==> src/rtl/regfile_pkg.sv <==
// regfile_pkg: shared defaults and helpers for the register file.
// Holds default geometry and the index-width function.
package regfile_pkg;

  localparam int WIDTH_DEF    = 64;
  localparam int DEPTH_DEF    = 32;
  localparam int ZERO_REG_DEF = 31;

  function automatic int addr_width(input int depth);
    return $clog2(depth);
  endfunction

endpackage

==> src/rtl/regfile_sb_register_n.sv <==
// register_n: WIDTH-bit register with write enable.
// Asynchronous active-low reset clears it to zero.
module register_n #(
  parameter int WIDTH = 64
) (
  input  logic             clk,
  input  logic             rst_n,
  input  logic             en_i,
  input  logic [WIDTH-1:0] d_i,
  output logic [WIDTH-1:0] q_o
);

  logic [WIDTH-1:0] q_q;

  // Load d_i when enabled; async clear on reset.
  always_ff @(posedge clk or negedge rst_n) begin
    if (!rst_n) begin
      q_q <= '0;
    end else if (en_i) begin
      q_q <= d_i;
    end
  end

  assign q_o = q_q;

endmodule

==> src/rtl/regfile_sb.sv <==
// regfile_sb: 2R/1W register file with zero register and busy scoreboard.
// Define REGFILE_BYPASS_EN to forward same-cycle writes to the read ports.
module regfile_sb
  import regfile_pkg::*;
#(
  parameter  int WIDTH    = WIDTH_DEF,
  parameter  int DEPTH    = DEPTH_DEF,
  parameter  int ZERO_REG = ZERO_REG_DEF,
  localparam int AW       = addr_width(DEPTH)
) (
  input  logic             clk,
  input  logic             reset,
  input  logic             RegWrite,
  input  logic [AW-1:0]    WriteRegister,
  input  logic [WIDTH-1:0] WriteData,
  input  logic [AW-1:0]    ReadRegister1,
  input  logic [AW-1:0]    ReadRegister2,
  output logic [WIDTH-1:0] ReadData1,
  output logic [WIDTH-1:0] ReadData2,
  input  logic             Reserve,
  input  logic [AW-1:0]    ReserveRegister,
  output logic             Busy1,
  output logic             Busy2
);

  localparam logic [AW-1:0] ZR = AW'(ZERO_REG);

  logic [WIDTH-1:0] data_q [DEPTH];
  logic [DEPTH-1:0] wr_dec;
  logic [DEPTH-1:0] rs_dec;
  logic [DEPTH-1:0] busy_d;
  logic [DEPTH-1:0] busy_q;

  // One-hot write/reserve decode; the zero register is never targeted.
  always_comb begin
    wr_dec = '0;
    rs_dec = '0;
    if (RegWrite) wr_dec[WriteRegister] = 1'b1;
    if (Reserve) rs_dec[ReserveRegister] = 1'b1;
    wr_dec[ZERO_REG] = 1'b0;
    rs_dec[ZERO_REG] = 1'b0;
  end

  // Writeback clears busy; a same-cycle reservation wins over the clear.
  always_comb begin
    busy_d = (busy_q & ~wr_dec) | rs_dec;
  end

  for (genvar g = 0; g < DEPTH; g++) begin : g_data
    register_n #(
      .WIDTH(WIDTH)
    ) u_reg (
      .clk  (clk),
      .rst_n(reset),
      .en_i (wr_dec[g]),
      .d_i  (WriteData),
      .q_o  (data_q[g])
    );
  end

  register_n #(
    .WIDTH(DEPTH)
  ) u_busy (
    .clk  (clk),
    .rst_n(reset),
    .en_i (1'b1),
    .d_i  (busy_d),
    .q_o  (busy_q)
  );

`ifdef REGFILE_BYPASS_EN
  logic fwd1;
  logic fwd2;
  logic rsv_wr;

  // Forwarding is suppressed while reset holds everything at zero.
  always_comb begin
    fwd1   = reset && RegWrite && (WriteRegister != ZR) &&
             (ReadRegister1 == WriteRegister);
    fwd2   = reset && RegWrite && (WriteRegister != ZR) &&
             (ReadRegister2 == WriteRegister);
    rsv_wr = Reserve && (ReserveRegister == WriteRegister);
  end
`endif

  // Combinational read ports; zero register reads as idle zero.
  always_comb begin
    ReadData1 = data_q[ReadRegister1];
    ReadData2 = data_q[ReadRegister2];
    Busy1     = busy_q[ReadRegister1];
    Busy2     = busy_q[ReadRegister2];
`ifdef REGFILE_BYPASS_EN
    if (fwd1) begin
      ReadData1 = WriteData;
      if (!rsv_wr) Busy1 = 1'b0;
    end
    if (fwd2) begin
      ReadData2 = WriteData;
      if (!rsv_wr) Busy2 = 1'b0;
    end
`endif
    if (ReadRegister1 == ZR) begin
      ReadData1 = '0;
      Busy1     = 1'b0;
    end
    if (ReadRegister2 == ZR) begin
      ReadData2 = '0;
      Busy2     = 1'b0;
    end
  end

endmodule

==> config.mk <==
export PLATFORM = sky130hd
export DESIGN_NAME = regfile_sb
export DESIGN_NICKNAME = d
export VERILOG_FILES = /design/src/rtl/regfile_pkg.sv /design/src/rtl/regfile_sb_register_n.sv /design/src/rtl/regfile_sb.sv
export SDC_FILE = /design/constraint.sdc
export NUM_CORES = 2
export LEC_CHECK = 0
export CORE_MARGIN = 2
export CORE_UTILIZATION = 40
export CTS_CLUSTER_DIAMETER = 120
export DETAILED_ROUTE_END_ITERATION = 7
export HOLD_SLACK_MARGIN = 0.15
export MAX_ROUTING_LAYER = met4
export PLACE_DENSITY = 0.61
export SLEW_MARGIN = 20
export SYNTH_ARGS = -nofsm -noshare
export SYNTH_HDL_FRONTEND = slang
export SYNTH_HIERARCHICAL = 1
export SYNTH_SLANG_ARGS = --single-unit
==> constraint.sdc <==
create_clock -name clk -period 4.3 [get_ports clk]
set_input_delay 0.86 -clock clk [delete_from_list [all_inputs] [get_ports clk]]
set_output_delay 0.86 -clock clk [all_outputs]
set_load 0.05 [all_outputs]
## After elaboration in Yosys (flattened, before gate mapping)

Cells that the tools add are included.

| word-level totals | value |
|---|---|
| logic and storage cells | 69 |
| bits of input ports | 88 |
| register bits after elaboration | 2016 |

| operators by class | value |
|---|---|
| bitwise logic cells | 5 |
| equal/unequal tests | 2 |
| muxes and demuxes | 20 |
| $lt $le $gt $ge | 8 |
| reduce and logical (&&, ||, !) cells | 2 |

Operators by type and width:

| kind | number |
|---|---|
| 64-bit binary-select mux with 5-bit select | 2 |
| 64-bit 2-to-1 mux | 6 |
| 31-bit 2-to-1 mux | 2 |
| 32-bit AND | 1 |
| 31-bit NOT with 32-bit output | 1 |
| 32-bit by 31-bit OR with 32-bit output | 1 |
| 5-bit by 6-bit less-than comparator with 1-bit output (second input constant) | 4 |
| 6-bit greater-or-equal comparator (second input constant) | 2 |
| 5-bit NOT with 6-bit output | 2 |
| 1-bit binary-select mux with 5-bit select | 2 |
| 1-bit demux with 5-bit select | 2 |
| 5-bit equality test (second input constant) | 2 |
| 5-bit by 1-bit greater-or-equal comparator with 1-bit output (second input constant) | 2 |
| 1-bit 2-to-1 mux | 6 |
| 1-bit logical AND | 2 |

## Depth between registers and ports, before layout

| logic depth | value |
|---|---|
| depth in word-level cells | 8 |
| depth in mapped cells | 10 |
| mapped depth without buffers | 5 |

## Hierarchy

Netlist, hierarchy kept.

Modules (own cells, without submodules):

| module | cells an instance | instances | area an instance (µm²) |
|---|---|---|---|
| register_n (g_data[0].u_reg ...) | 135 | 32 | 2678.8 |
| regfile_sb | 3026 | 1 | 34161.5 |
| register_n (u_busy) | 68 | 1 | 1345.0 |

## Worst setup path before layout

No wires, ideal clock.

| path | value |
|---|---|
| kind | input to output |
| start | input port ReadRegister2[3] |
| end | output port ReadData2[32] |
| slack | 0.198 ns |
| data required time | 3.440 ns |
| arrival time | 3.242 ns |
| stages on the path | 7 |
| path through | buf_2 > nor2b_1 > clkbuf_1 > clkbuf_1 > a22o_1 > a2111oi_0 > a311oi_1 |

| between the ends | value |
|---|---|
| word-level cells in the longest chain between the ends | 5 |
| elaborated cells between the ends (all ways) | 6 |
| those cells by class | eq/ne: 1; mux: 4; bitwise: 1 |

RTL lines:

| what | line | RTL |
|---|---|---|
| start: declaration | regfile_sb.sv:17 | `input logic [AW-1:0] ReadRegister2,` |
| 5-bit NOT with 6-bit output (implied by the code) | regfile_sb.sv:89 | `ReadData2 = data_q[ReadRegister2];` |
| 64-bit binary-select mux with 5-bit select | regfile_sb.sv:89 |  |
| 64-bit 2-to-1 mux (implied by the code) (2 in series) | regfile_sb.sv:89 |  |
| 64-bit 2-to-1 mux (*) | regfile_sb.sv:106 | `if (ReadRegister2 == ZR) begin` |
| end: declaration | regfile_sb.sv:19 | `output logic [WIDTH-1:0] ReadData2,` |

Every way passes the cells marked *; elsewhere a longest branch is shown, timed or not. The select of a mux whose other input is x is not followed.

## Worst setup path in the final report

| path | value |
|---|---|
| start | input port ReadRegister2[2] |
| end | output port ReadData2[37] |

Same word-level chain as after synthesis.

==> reports/metrics.cfg <==
[critical_path]
cp-startpoint=ReadRegister2[2]
worstSetupPathType=input pin to output port
rr_worst_depth=3
crit_top_cell=buf_4
cp-endpoint=ReadData2[37]
arrival_ns=3.43
cp_cell_sequence=buf_8 > nor2b_4 > buf_4 > buf_4 > a22o_1 > nor3_1 > or4_1 > buf_4
reg2reg_to=u_busy/q_o[27]$_DFFE_PN0P_
cpPeakStageDelay_ns=0.65
cp.depth=8
critPathTopFamily=simple AND/OR/NAND/NOR gates
cpMaxStageDelayCell=or4_1
start_kind=input pin
cp_max_fo=29
worst_setup_path_end_kind=output port
critPathBufInv=4
r2r_slack_ns=3.28
worstPathRequired_ns=3.44
r2r_start=u_busy/q_o[27]$_DFFE_PN0P_

[detailed_routing]
first_pass_iters=5
wirelength_um=417000
wire_per_inst_um=34.6
drc=0
postRouteAntennaNets=0
viasPerCell=6.29
first_iter_violations=7793
routed-via-count=75900

[logic_synthesis]
synth_mux_area_frac=0.451
synth_area_um2=121000
synth_xor_xnor_area_share=0
synth_edf_count=0
ys_warn_count=6
ys.flop_type=dfrtp_1
ys_ff_latch=2080
synthTopCellsByArea=dfrtp_1, mux2_4, mux4_2
yosys.area.top_type=dfrtp_1
synth-adder-area-share=0
synth_cell_type_count=48
seq_area_frac_synth=0.429
yosys.area_share.simple=0.0133
synthTopCellsByCount=dfrtp_1, mux2_4, mux4_2, mux2i_1, buf_12
async_flop_share=1.00
postSynthAreaPerCell_um2=16.4
syn_nets=7502
syn_inst=7414
synth_top_area_frac=0.429
synth_top_family_by_area=multiplexers
synth.most_common_cell=dfrtp_1
synth-compound-area-share=0.0520

[cells_and_area]
fin_util=0.457
stdcell_area_um2=138000
nets=7929
area_growth_pct=14.0
drive_gt1_frac=0.522

[global_routing]
grt_use_total=0.275
grt_pass1_wl_um=602000
antenna_found_initial=46
gr-usage-met3=0.0459
grt_max_degree=115
grt.overflow.total=0
grt_most_used_layer=met2
grt_pass1_vias=79300
grtUsageMet1=0.374
grt_use_met2=0.407

[placed_design]
io_buffers=217
dp_slack_ns=-0.547
gp_congestion=0.866
hpwl_um=260000
placed_area_um2=130000

[sta]
slew_viol_final=0
tns_ns=0
tightest_slew_ns=1.11
whs_ns=0.525
fin_crit_sh=0.999
clock.fmax_mhz=233
rsz0062_at_grt=no
setup-violations-final=0
maxSlewHeadroom=0.259
hold_viol=0
timing.final.ws_setup_ns=0.00614
skew_ns=0
final.min_clock_period_ns=4.29

[min_path]
hp-class=flop to flop

[cts]
cts_num_sinks=2080
cts_buffer_depth=4
htreeDepth=4
cts_buffers=227
clock_latency_ns=0.90
root_buffer=clkbuf_16
clkSlewWorstSetupHoldPaths_ns=0.06
cts_tree=done

[floorplan]
die_area_um2=307000
core_area_um2=302000
io_pins=218
die_h_um=555
initial_core_util=0.401
die_w_um=555
rows=202

[pwr]
ir_drop_mv=0.331
leakagePower_uw=0.0604
powerDensity_nw_per_um2=460

[flow_run]
maxCapViolCount=0

[status]
status=complete, no violations

[power breakdown]
part	switching, µW	internal, µW	leakage (µW)	total (µW)
Combinational	6350	9720	0.0300	16100
Sequential	3260	23400	0.0265	26700
Clock	8560	12300	0.00385	20800
Total	18200	45400	0.0604	63600
[sequential cells by signal (all words and copies together), names as in the netlist]
register          flops
g_data.u_reg/q_o   2048
u_busy/q_o           32
[layout by cell type, fill, tap and decap left out, types with 7 or more instances in the layout]
cell,n
clkbuf_1,38
clkdlybuf4s50_1,30
clkbuf_8,55
a2111oi_0,29
a311oi_1,29
a22oi_1,44
mux2i_1,680
a22o_1,190
nand2_1,140
dfrtp_1,2080
nand3b_1,13
a311o_1,24
nor2b_4,7
o22ai_1,121
nor2_1,32
mux2_4,1950
clkinv_2,43
a2111oi_1,10
buf_4,479
nand3_1,38
buf_2,46
nor3_2,13
nor2_4,35
mux4_2,739
diode_2,58
o21ai_0,48
clkbuf_16,230
a211oi_1,73
nor3_1,54
o221ai_1,67
bufinv_16,26
a2111oi_2,59
mux2_2,170
buf_12,287
a21oi_1,64
[repair_timing]
action	4_1_cts	5_1_grt
setup buffers	8	0
hold endpoints to repair	53	0
gates cloned	2	0
pin swaps	1	0
resized for setup	25	12
hold buffers	1	0
endpoints found under the setup margin	39	21
[per-stage QoR]
step	std cells	power [µW]
6_report	12100	63600
5_1_grt	12100	65900
4_1_cts	12000	63700
3_5_place_dp	11600	42700
3_3_place_gp	11600	42300
2_1_floorplan	7414	37500
[final cells by class]
class,count,area [µm²]
tap,3978,4980
multi-input combinational,4677,63100
clock inverter,83,1130
timing repair buffer,855,10100
antenna,58,145
fill,26000,164000
clock buffer,323,6660
sequential,2080,52000
[layer usage]
layer	up-vias	routed length, µm
li1	29800	-
met1	41300	176000
met2	3837	188000
met3	941	32600
met4	0	20600
met5	-	0
[worst min path at each step]
stage	to	start	depth (start not counted)	slack, ns
2_1_floorplan	g_data[31].u_reg/q_o[43]$_DFFE_PN0P_	g_data[31].u_reg/q_o[43]$_DFFE_PN0P_	1	0.48
3_3_place_gp	g_data[31].u_reg/q_o[43]$_DFFE_PN0P_	g_data[31].u_reg/q_o[43]$_DFFE_PN0P_	1	0.50
3_5_place_dp	g_data[22].u_reg/q_o[29]$_DFFE_PN0P_	g_data[22].u_reg/q_o[29]$_DFFE_PN0P_	1	0.51
4_1_cts	g_data[22].u_reg/q_o[29]$_DFFE_PN0P_	g_data[22].u_reg/q_o[29]$_DFFE_PN0P_	1	0.53
5_1_grt	g_data[5].u_reg/q_o[62]$_DFFE_PN0P_	g_data[5].u_reg/q_o[62]$_DFFE_PN0P_	1	0.54
6_report	g_data[6].u_reg/q_o[5]$_DFFE_PN0P_	g_data[6].u_reg/q_o[5]$_DFFE_PN0P_	1	0.53
[logic make-up (layout without fill, tap and decap cells)]
| logic type | count (synthesis) | in the layout |
|---|---|---|
| simple gates | 357 | 357 |
| other cells | 2 | 60 |
| compound gates | 779 | 779 |
| flops | 2080 | 2080 |
| buf+inv | 657 | 1261 |
| mux | 3539 | 3539 |
No activity file was read; power rests on OpenSTA's default activity.
